**src/rtl/param_register_file_if.sv**
```systemverilog
// Bus bundle for param_register_file: write port, packed read ports
// and the bulk-clear handshake.
//
// Signals (named as on the register-file datapath):
//   LE/RW/PW : write enable, address, data
//   RA/PA    : NRD packed read addresses / read data
//   Clr      : bulk-clear request
//   Busy     : clear engine running
//   Done     : one-cycle clear-finished pulse
interface param_register_file_if #(
    parameter int WIDTH  = 32,
    parameter int ADDR_W = 5,
    parameter int NRD    = 2
);
    logic                  LE;
    logic [ADDR_W-1:0]     RW;
    logic [WIDTH-1:0]      PW;
    logic [NRD*ADDR_W-1:0] RA;
    logic [NRD*WIDTH-1:0]  PA;
    logic                  Clr;
    logic                  Busy;
    logic                  Done;

    modport master (
        output LE, RW, PW, RA, Clr,
        input  PA, Busy, Done
    );

    modport slave (
        input  LE, RW, PW, RA, Clr,
        output PA, Busy, Done
    );
endinterface

```
**src/rtl/param_register_file.sv**
```systemverilog
// Parametrised general register file: NRD combinational read ports,
// one synchronous write port, optional hardwired-zero r0 and a
// sequential bulk-clear engine with Busy/Done handshake.
//
// Ports:
//   Clk   : rising-edge clock
//   Rst_n : asynchronous active-low reset (clears all storage)
//   bus   : param_register_file_if.slave (LE/RW/PW, RA/PA, Clr/Busy/Done)
//
// Optional feature: define PARAM_RF_BYPASS_EN to forward the write
// data to any read port addressing the register being written in the
// same cycle (writeback-to-operand forwarding).
module param_register_file #(
    parameter int WIDTH    = 32,
    parameter int DEPTH    = 32,
    parameter int ADDR_W   = $clog2(DEPTH),
    parameter int NRD      = 2,
    parameter int ZERO_REG = 1
) (
    input logic Clk,
    input logic Rst_n,
    param_register_file_if.slave bus
);

    typedef enum logic [1:0] {
        S_IDLE  = 2'd0,
        S_CLEAR = 2'd1,
        S_DONE  = 2'd2
    } state_e;

    // r0 needs no clearing when it is hardwired to zero.
    localparam logic [ADDR_W-1:0] FIRST =
        (ZERO_REG != 0) ? ADDR_W'(1) : '0;
    localparam logic [ADDR_W-1:0] LAST = ADDR_W'(DEPTH - 1);

    state_e            state_q, state_d;
    logic [ADDR_W-1:0] ptr_q, ptr_d;

    logic [WIDTH-1:0]  mem_q [DEPTH];

    logic              busy;
    logic              done;
    logic              ext_we;
    logic              mem_we;
    logic [ADDR_W-1:0] mem_waddr;
    logic [WIDTH-1:0]  mem_wdata;

    function automatic logic in_range(input logic [ADDR_W-1:0] a);
        return int'(a) < DEPTH;
    endfunction

    // Addresses that hold real storage (excludes hardwired r0).
    function automatic logic is_real(input logic [ADDR_W-1:0] a);
        return in_range(a) && !((ZERO_REG != 0) && (a == '0));
    endfunction

    // ---------------- FSM: state register ----------------
    always_ff @(posedge Clk or negedge Rst_n) begin
        if (!Rst_n) begin
            state_q <= S_IDLE;
            ptr_q   <= '0;
        end else begin
            state_q <= state_d;
            ptr_q   <= ptr_d;
        end
    end

    // ---------------- FSM: next state ----------------
    always_comb begin
        state_d = state_q;
        ptr_d   = ptr_q;
        unique case (state_q)
            S_IDLE: begin
                if (bus.Clr) begin
                    state_d = S_CLEAR;
                    ptr_d   = FIRST;
                end
            end
            S_CLEAR: begin
                ptr_d = ADDR_W'(ptr_q + 1'b1);
                if (ptr_q == LAST) begin
                    state_d = S_DONE;
                end
            end
            S_DONE: begin
                state_d = S_IDLE;
            end
            default: begin
                state_d = S_IDLE;
                ptr_d   = '0;
            end
        endcase
    end

    // ---------------- FSM: outputs ----------------
    // The clear engine owns the write port while running; external
    // writes are dropped in that state rather than queued.
    always_comb begin
        busy      = (state_q == S_CLEAR);
        done      = (state_q == S_DONE);
        ext_we    = bus.LE && !busy && is_real(bus.RW);
        mem_we    = busy || ext_we;
        mem_waddr = busy ? ptr_q : bus.RW;
        mem_wdata = busy ? '0 : bus.PW;
    end

    assign bus.Busy = busy;
    assign bus.Done = done;

    // ---------------- Storage ----------------
    always_ff @(posedge Clk or negedge Rst_n) begin
        if (!Rst_n) begin
            for (int i = 0; i < DEPTH; i++) begin
                mem_q[i] <= '0;
            end
        end else if (mem_we) begin
            mem_q[mem_waddr] <= mem_wdata;
        end
    end

    // ---------------- Read ports ----------------
    always_comb begin
        logic [ADDR_W-1:0] ra;
        logic [WIDTH-1:0]  rdata;
        bus.PA = '0;
        ra     = '0;
        rdata  = '0;
        for (int i = 0; i < NRD; i++) begin
            ra    = bus.RA[i*ADDR_W +: ADDR_W];
            rdata = '0;
            if (is_real(ra)) begin
                rdata = mem_q[ra];
            end
`ifdef PARAM_RF_BYPASS_EN
            // Gated by Rst_n so every lane reads 0 while in reset.
            if (Rst_n && ext_we && (ra == bus.RW)) begin
                rdata = bus.PW;
            end
`else
`endif
            bus.PA[i*WIDTH +: WIDTH] = rdata;
        end
    end

endmodule

```
**src/flat_wrapper.sv**
```systemverilog
// flat-port wrapper written by rule: the top's interface ports become plain ports
module param_register_file_flat 
#(
    parameter int WIDTH    = 32,
    parameter int DEPTH    = 32,
    parameter int ADDR_W   = $clog2(DEPTH),
    parameter int NRD      = 2,
    parameter int ZERO_REG = 1
)
  (Clk, Rst_n, bus_LE, bus_RW, bus_PW, bus_RA, bus_Clr, bus_PA, bus_Busy, bus_Done);
  param_register_file_if #(.WIDTH(WIDTH), .ADDR_W(ADDR_W), .NRD(NRD)) bus_i ();
  input logic Clk;
  input logic Rst_n;
  input wire logic [$bits(bus_i.LE)-1:0] bus_LE;
  input wire logic [$bits(bus_i.RW)-1:0] bus_RW;
  input wire logic [$bits(bus_i.PW)-1:0] bus_PW;
  input wire logic [$bits(bus_i.RA)-1:0] bus_RA;
  input wire logic [$bits(bus_i.Clr)-1:0] bus_Clr;
  output wire logic [$bits(bus_i.PA)-1:0] bus_PA;
  output wire logic [$bits(bus_i.Busy)-1:0] bus_Busy;
  output wire logic [$bits(bus_i.Done)-1:0] bus_Done;
  assign bus_i.LE = bus_LE;
  assign bus_i.RW = bus_RW;
  assign bus_i.PW = bus_PW;
  assign bus_i.RA = bus_RA;
  assign bus_i.Clr = bus_Clr;
  assign bus_PA = bus_i.PA;
  assign bus_Busy = bus_i.Busy;
  assign bus_Done = bus_i.Done;
  param_register_file #(.WIDTH(WIDTH), .DEPTH(DEPTH), .ADDR_W(ADDR_W), .NRD(NRD), .ZERO_REG(ZERO_REG)) u_core (.Clk(Clk), .Rst_n(Rst_n), .bus(bus_i));
endmodule
```
**config.mk**
```make
export PLATFORM = sky130hd
export DESIGN_NAME = param_register_file_flat
export DESIGN_NICKNAME = d
export VERILOG_FILES = /design/src/rtl/param_register_file_if.sv /design/src/rtl/param_register_file.sv /design/src/flat_wrapper.sv
export SDC_FILE = /design/constraint.sdc
export NUM_CORES = 2
export LEC_CHECK = 0
export CAP_MARGIN = 20
export CORE_MARGIN = 10
export CORE_UTILIZATION = 64
export CTS_BUF_LIST = sky130_fd_sc_hd__clkbuf_4 sky130_fd_sc_hd__clkbuf_8
export CTS_CLUSTER_SIZE = 28
export DETAILED_ROUTE_END_ITERATION = 16
export HOLD_SLACK_MARGIN = 0.03
export PLACE_DENSITY = 0.82
export SLEW_MARGIN = 40
export SYNTH_ARGS = -nofsm -noshare
export SYNTH_HDL_FRONTEND = slang
export SYNTH_SLANG_ARGS = --single-unit
```
**constraint.sdc**
```tcl
create_clock -name Clk -period 2.6 [get_ports Clk]
set_input_delay 0.26 -clock Clk [delete_from_list [all_inputs] [get_ports Clk]]
set_output_delay 0.26 -clock Clk [all_outputs]
set_load 0.1 [all_outputs]
```
# Word level (Yosys, flattened, before mapping)
# Index checks and enable logic that the tools add are counted.
totals:
  regBits: 1031
  input_bits: 51
  out_inout_bits: 66
  word_cells: 78
classes:
  n_addsub: 1
  n_lt_le_gt_ge: 4
  n_eq_ne: 5
  n_mux: 18
  n_bitwise: 4
  n_reduce_logical: 12
op_table:
  columns: ["op", "n"]
  rows:
  - ["bitwise mux 1024 bit", 1]
  - ["binary-select mux 32 bit (select 5 bit)", 2]
  - ["two-way mux 32 bit", 8]
  - ["demux 32 bit (select 5 bit)", 1]
  - ["greater-or-equal comparator 6 bit (second input constant)", 3]
  - ["inverter 5 -> 6 bit", 3]
  - ["logical NOT 5 bit", 3]
  - ["one-hot mux 5 bit (3 select lines)", 1]
  - ["two-way mux 5 bit", 2]
  - ["less-than comparator 6 x 1 -> 1 bit (second input constant)", 1]
  - ["adder 5 x 1 -> 5 bit (second input constant)", 1]
  - ["== test 5 bit (second input constant)", 1]
  - ["two-way mux 2 bit", 2]
  - ["one-hot mux 2 bit (2 select lines)", 1]
  - ["AND reduction 2 bit", 2]
  - ["logical AND 1 bit", 3]
  - ["== test 2 x 1 -> 1 bit (second input constant)", 1]
  - ["== test 2 bit (second input constant)", 1]
  - ["logical NOT 1 bit", 2]
  - ["logical NOT 2 bit", 1]
  - ["inequality test 2 x 1 -> 1 bit (second input constant)", 1]
  - ["inequality test 2 bit (second input constant)", 1]
  - ["logical OR 1 bit", 1]
  - ["inverter 1 bit", 1]

# Depth between registers and ports, before layout
depth:
  ltp_word: 8
  mapped_depth: 9

# Worst setup path after synthesis
# OpenSTA, ideal clock, no wires.
synth_path:
  kind: "in2out"
  startpoint: "input port bus_RA[6]"
  endpoint: "output port bus_PA[37]"
  t_arrival_ns: 6.286
  required_time_ns: 2.340
  setup_slack_ns: -3.946
  path_stages: 8
  cell_sequence: "buf_2 -> buf_2 -> buf_4 -> buf_2 -> buf_2 -> mux4_2 -> mux2i_1 -> a2111oi_0"
synth_via:
  elab_chain_len: 5
  elab_cells_between_ends: 6
synth_rtl:
  columns: ["item", "line", "rtl"]
  rows:
  - ["from (decl)", "flat_wrapper.sv:17", "input wire logic [$bits(bus_i.RA)-1:0] bus_RA;"]
  - ["inverter 5 -> 6 bit (not written as such)", "param_register_file.sv:132", "rdata = mem_q[ra];"]
  - ["binary-select mux 32 bit (select 5 bit)", "param_register_file.sv:132", null]
  - ["two-way mux 32 bit (not written as such) (2 in series)", "param_register_file.sv:132", null]
  - ["two-way mux 32 bit (*)", "param_register_file.sv:131", "if (is_real(ra)) begin"]
  - ["to (decl)", "flat_wrapper.sv:19", "output wire logic [$bits(bus_i.PA)-1:0] bus_PA;"]
# Mark *: on every way between the ends. The rest lies on a longest branch, timed or not. The select of a mux whose other input is x is not followed.

# Worst setup path in the final report
layout_path:
  startpoint: "register u_core.mem_q[464] (netlist name)"
  endpoint: "output port bus_PA[48]"
layout_via:
  elab_chain_len: 4
layout_rtl:
  columns: ["item", "line", "rtl"]
  rows:
  - ["from (decl)", "param_register_file.sv:39", "logic [WIDTH-1:0] mem_q [DEPTH];"]
  - ["from (signal, indexed assignment)", "param_register_file.sv:117", "mem_q[mem_waddr] <= mem_wdata;"]
  - ["binary-select mux 32 bit (select 5 bit)", "param_register_file.sv:132", null]
  - ["two-way mux 32 bit (not written as such) (2 in series)", "param_register_file.sv:132", null]
  - ["two-way mux 32 bit", "param_register_file.sv:131", null]
# Every way passes these cells. The select of a mux whose other input is x is not followed.

==> results.yml <==
logic_synthesis:
  syn_area_sq_um: 55000
  synth_common_cells: "mux2_2 (1039), dfrtp_1 (1031), mux4_2 (512)"
  ys_types: 40
  avgSynthCellArea_sq_um: 15.3
  ys_warn_count: 0
  seq_area_frac_synth_pct: 46.9
  yosys-top-cells-area: "dfrtp_1 (47%), mux2_2 (21%), mux4_2 (21%)"
  synth.largest_area_cell: "dfrtp_1"
  ys_seq_elements: 1031
  synth.most_common_cell: "mux2_2"
  syn_nets: 3650
  async_flop_share_pct: 100
  synth_cells: 3597
  synth_top_area_share_pct: 46.9
  synthFlopType: "dfrtp_1"
  synth_edf_count: 0
pwr:
  pwr_density_cell_nw_per_um2: 1020
  peakVddDrop_mv: 0.684
  leakagePower_nw: 31.1
clock_tree:
  numCtsBuffers: 170
  tritoncts: "built"
  cts.path.max_buffers: 3
  clock-root-buffer: "clkbuf_8"
  clk_latency_ps: 870
  clk_pin_slew_ps: 60
  clock_sinks: 1031
  cts.htree.levels: 4
routing:
  drtIter0Drc: 4905
  wl_per_cell_microns: 34.6
  drt-total-wl_microns: 181000
  vias_per_cell: 7.34
  drc: 0
  dr.pass1.iters: 5
  ant_nets: 0
  vias: 38400
critical_path:
  cp_max_fo: 3
  crit_path_end_kind: "primary output"
  crit_required_ps: 2340
  critPathArrivalTime_ps: 2830
  setup.worst_path.start_class: "flip-flop"
  crit_type: "flip-flop to primary output"
floorplan:
  die_h_microns: 313
  fp.dieArea_sq_um: 98000
  core_sq_um: 85100
  core.rowCount: 107
  initial_utilization_pct: 64.5
  io_pins: 117
  die_w_microns: 313
sta:
  hold_viol: 0
  slew_viol_final: 0
  finalWorstSetupSlack_ps: -495
  relSlewSlack_pct: 40.9
  grt_setup_unrepaired: "true"
  setup_viol: 83
  skew_ps: 29.5
  min_period_ps: 3090
  fmax_ghz: 0.323
  worstMarginPinSlew_ps: 886
  hold_slack_ps: 148
  final.period_utilization_pct: 119
placement:
  place_hpwl_microns: 117000
  gp_congestion: 0.949
  io_buffers: 116
  place_area_sq_um: 62500
run_status:
  violations: "negative setup slack"
  outcome: "finished, violations left"
global_routing:
  grt_pass1_vias: 41200
  grtUsageTotal_pct: 36.9
  overflow: 0
  antenna_found_initial: 3
  grt_pass1_wl_microns: 269000
  grt_start_max_net_pins: 90
final_layout:
  final_nets: 4004
  fin_util_pct: 78.9
  syn_to_final_growth_pct: 22.3
  post-route-cell-area_sq_um: 67200
  final_layout_size_suffix_gt1_share_pct: 64.9
min_path:
  hold_class: "input port to flip-flop"
job:
  maxCapViolCount: 0
==> cells in the final DEF, fill, tap and decap left out, types with 26 or more instances in the layout <==
cell,count
a21oi_1,45
a21oi_4,35
a221oi_2,39
and2_1,41
and2_2,26
buf_12,199
buf_4,311
clkbuf_4,66
clkbuf_8,209
clkdlybuf4s50_1,39
dfrtp_1,1031
mux2_2,1028
mux2i_1,88
mux4_2,512
nand2_2,36
nor2_1,52
nor2b_1,30
==> routing by layer <==
metal | global-route usage [%] | wire [microns] | share of wire, %
met5 | 0 | 0 | 0
met2 | 56.6 | 85000 | 47
met1 | 47.3 | 64200 | 35
met4 | 21.8 | 11700 | 6.5
met3 | 9.86 | 20200 | 11
==> per-stage QoR <==
stage	instances	TNS (ps)	power (mW)	setup slack (ps)
5_1_grt	5228	-21660	71.0	-582
3_3_place_gp	4889	-77660	49.9	-194
6_report	5230	-18210	68.7	-495
2_1_floorplan	3597	-704	42.4	-65.7
3_5_place_dp	4889	-114760	51.8	-227
4_1_cts	5214	-19450	67.8	-513
==> worst max-delay path, stage by stage, from the launching register on <==
cell and delay [ps]:
dfrtp_1 370, mux4_2 250, mux2i_2 80, nor2_2 160
a221oi_4 70, a2111oi_4 760, buf_12 260
==> what timing repair did <==
| action | CTS | global route |
|---|---|---|
| buffers inserted | 23 | 15 |
| cloned | 0 | 0 |
| endpoints found under the setup margin | 152 | 133 |
| hold buffers | 2 | 0 |
| resized for setup | 151 | 32 |
| pin swaps | 64 | 31 |
| hold endpoints to repair | 652 | 0 |
==> path summary, 6_finish.rpt <==
path	from	endpoint	slack (ps)	cells past startpoint
worst max register to register	u_core.state_q[1]$_DFFE_PN0P_	u_core.mem_q[328]$_DFFE_PN0P_	-60	9
worst min register to register	u_core.mem_q[1018]$_DFFE_PN0P_	u_core.mem_q[1018]$_DFFE_PN0P_	510	1
worst min-delay path	bus_Clr	u_core.state_q[0]$_DFFE_PN0P_	150	3
max in group asynchronous	Rst_n	u_core.mem_q[22]$_DFFE_PN0P_	1720	4
min in group asynchronous	Rst_n	u_core.mem_q[869]$_DFFE_PN0P_	210	3
worst max-delay path	u_core.mem_q[464]$_DFFE_PN0P_	bus_PA[48]	-490	6
==> flip-flops by register name, indices dropped and copies added, names as in the netlist <==
| signal | flops |
|---|---|
| u_core.ptr_q | 5 |
| u_core.mem_q | 1024 |
| u_core.state_q | 2 |
==> final cells by class <==
cell class / instances / area, sq um
Tap cell: 1144 / 1430
Sequential cell: 1031 / 25800
Timing Repair Buffer: 566 / 6930
Antenna cell: 3 / 7.51
Multi-Input combinational cell: 2178 / 29400
Inverter: 4 / 17.5
Clock inverter: 29 / 249
Clock buffer: 275 / 3370
Fill cell: 4513 / 17900
==> kinds of logic (layout without fill, tap and decap cells) <==
| group | count (synthesis) | count (layout) | synth area share, % |
|---|---|---|---|
| fa+ha+maj | 2 | 2 | 0.0455 |
| mux | 1669 | 1669 | 44.5 |
| buf+inv | 388 | 874 | 3.03 |
| compound gates | 272 | 272 | 3.32 |
| other cells | 0 | 3 | 0 |
| xor+xnor | 2 | 2 | 0.0319 |
| simple gates | 233 | 233 | 2.17 |
| flops | 1031 | 1031 | 46.9 |
==> power by group <==
part           internal (mW)  switching (mW)
combinational           14.2            12.5
sequential              22.0            4.76
clock                   8.41            6.84
total                   44.6            24.1
(Power assumes the default switching activity.)
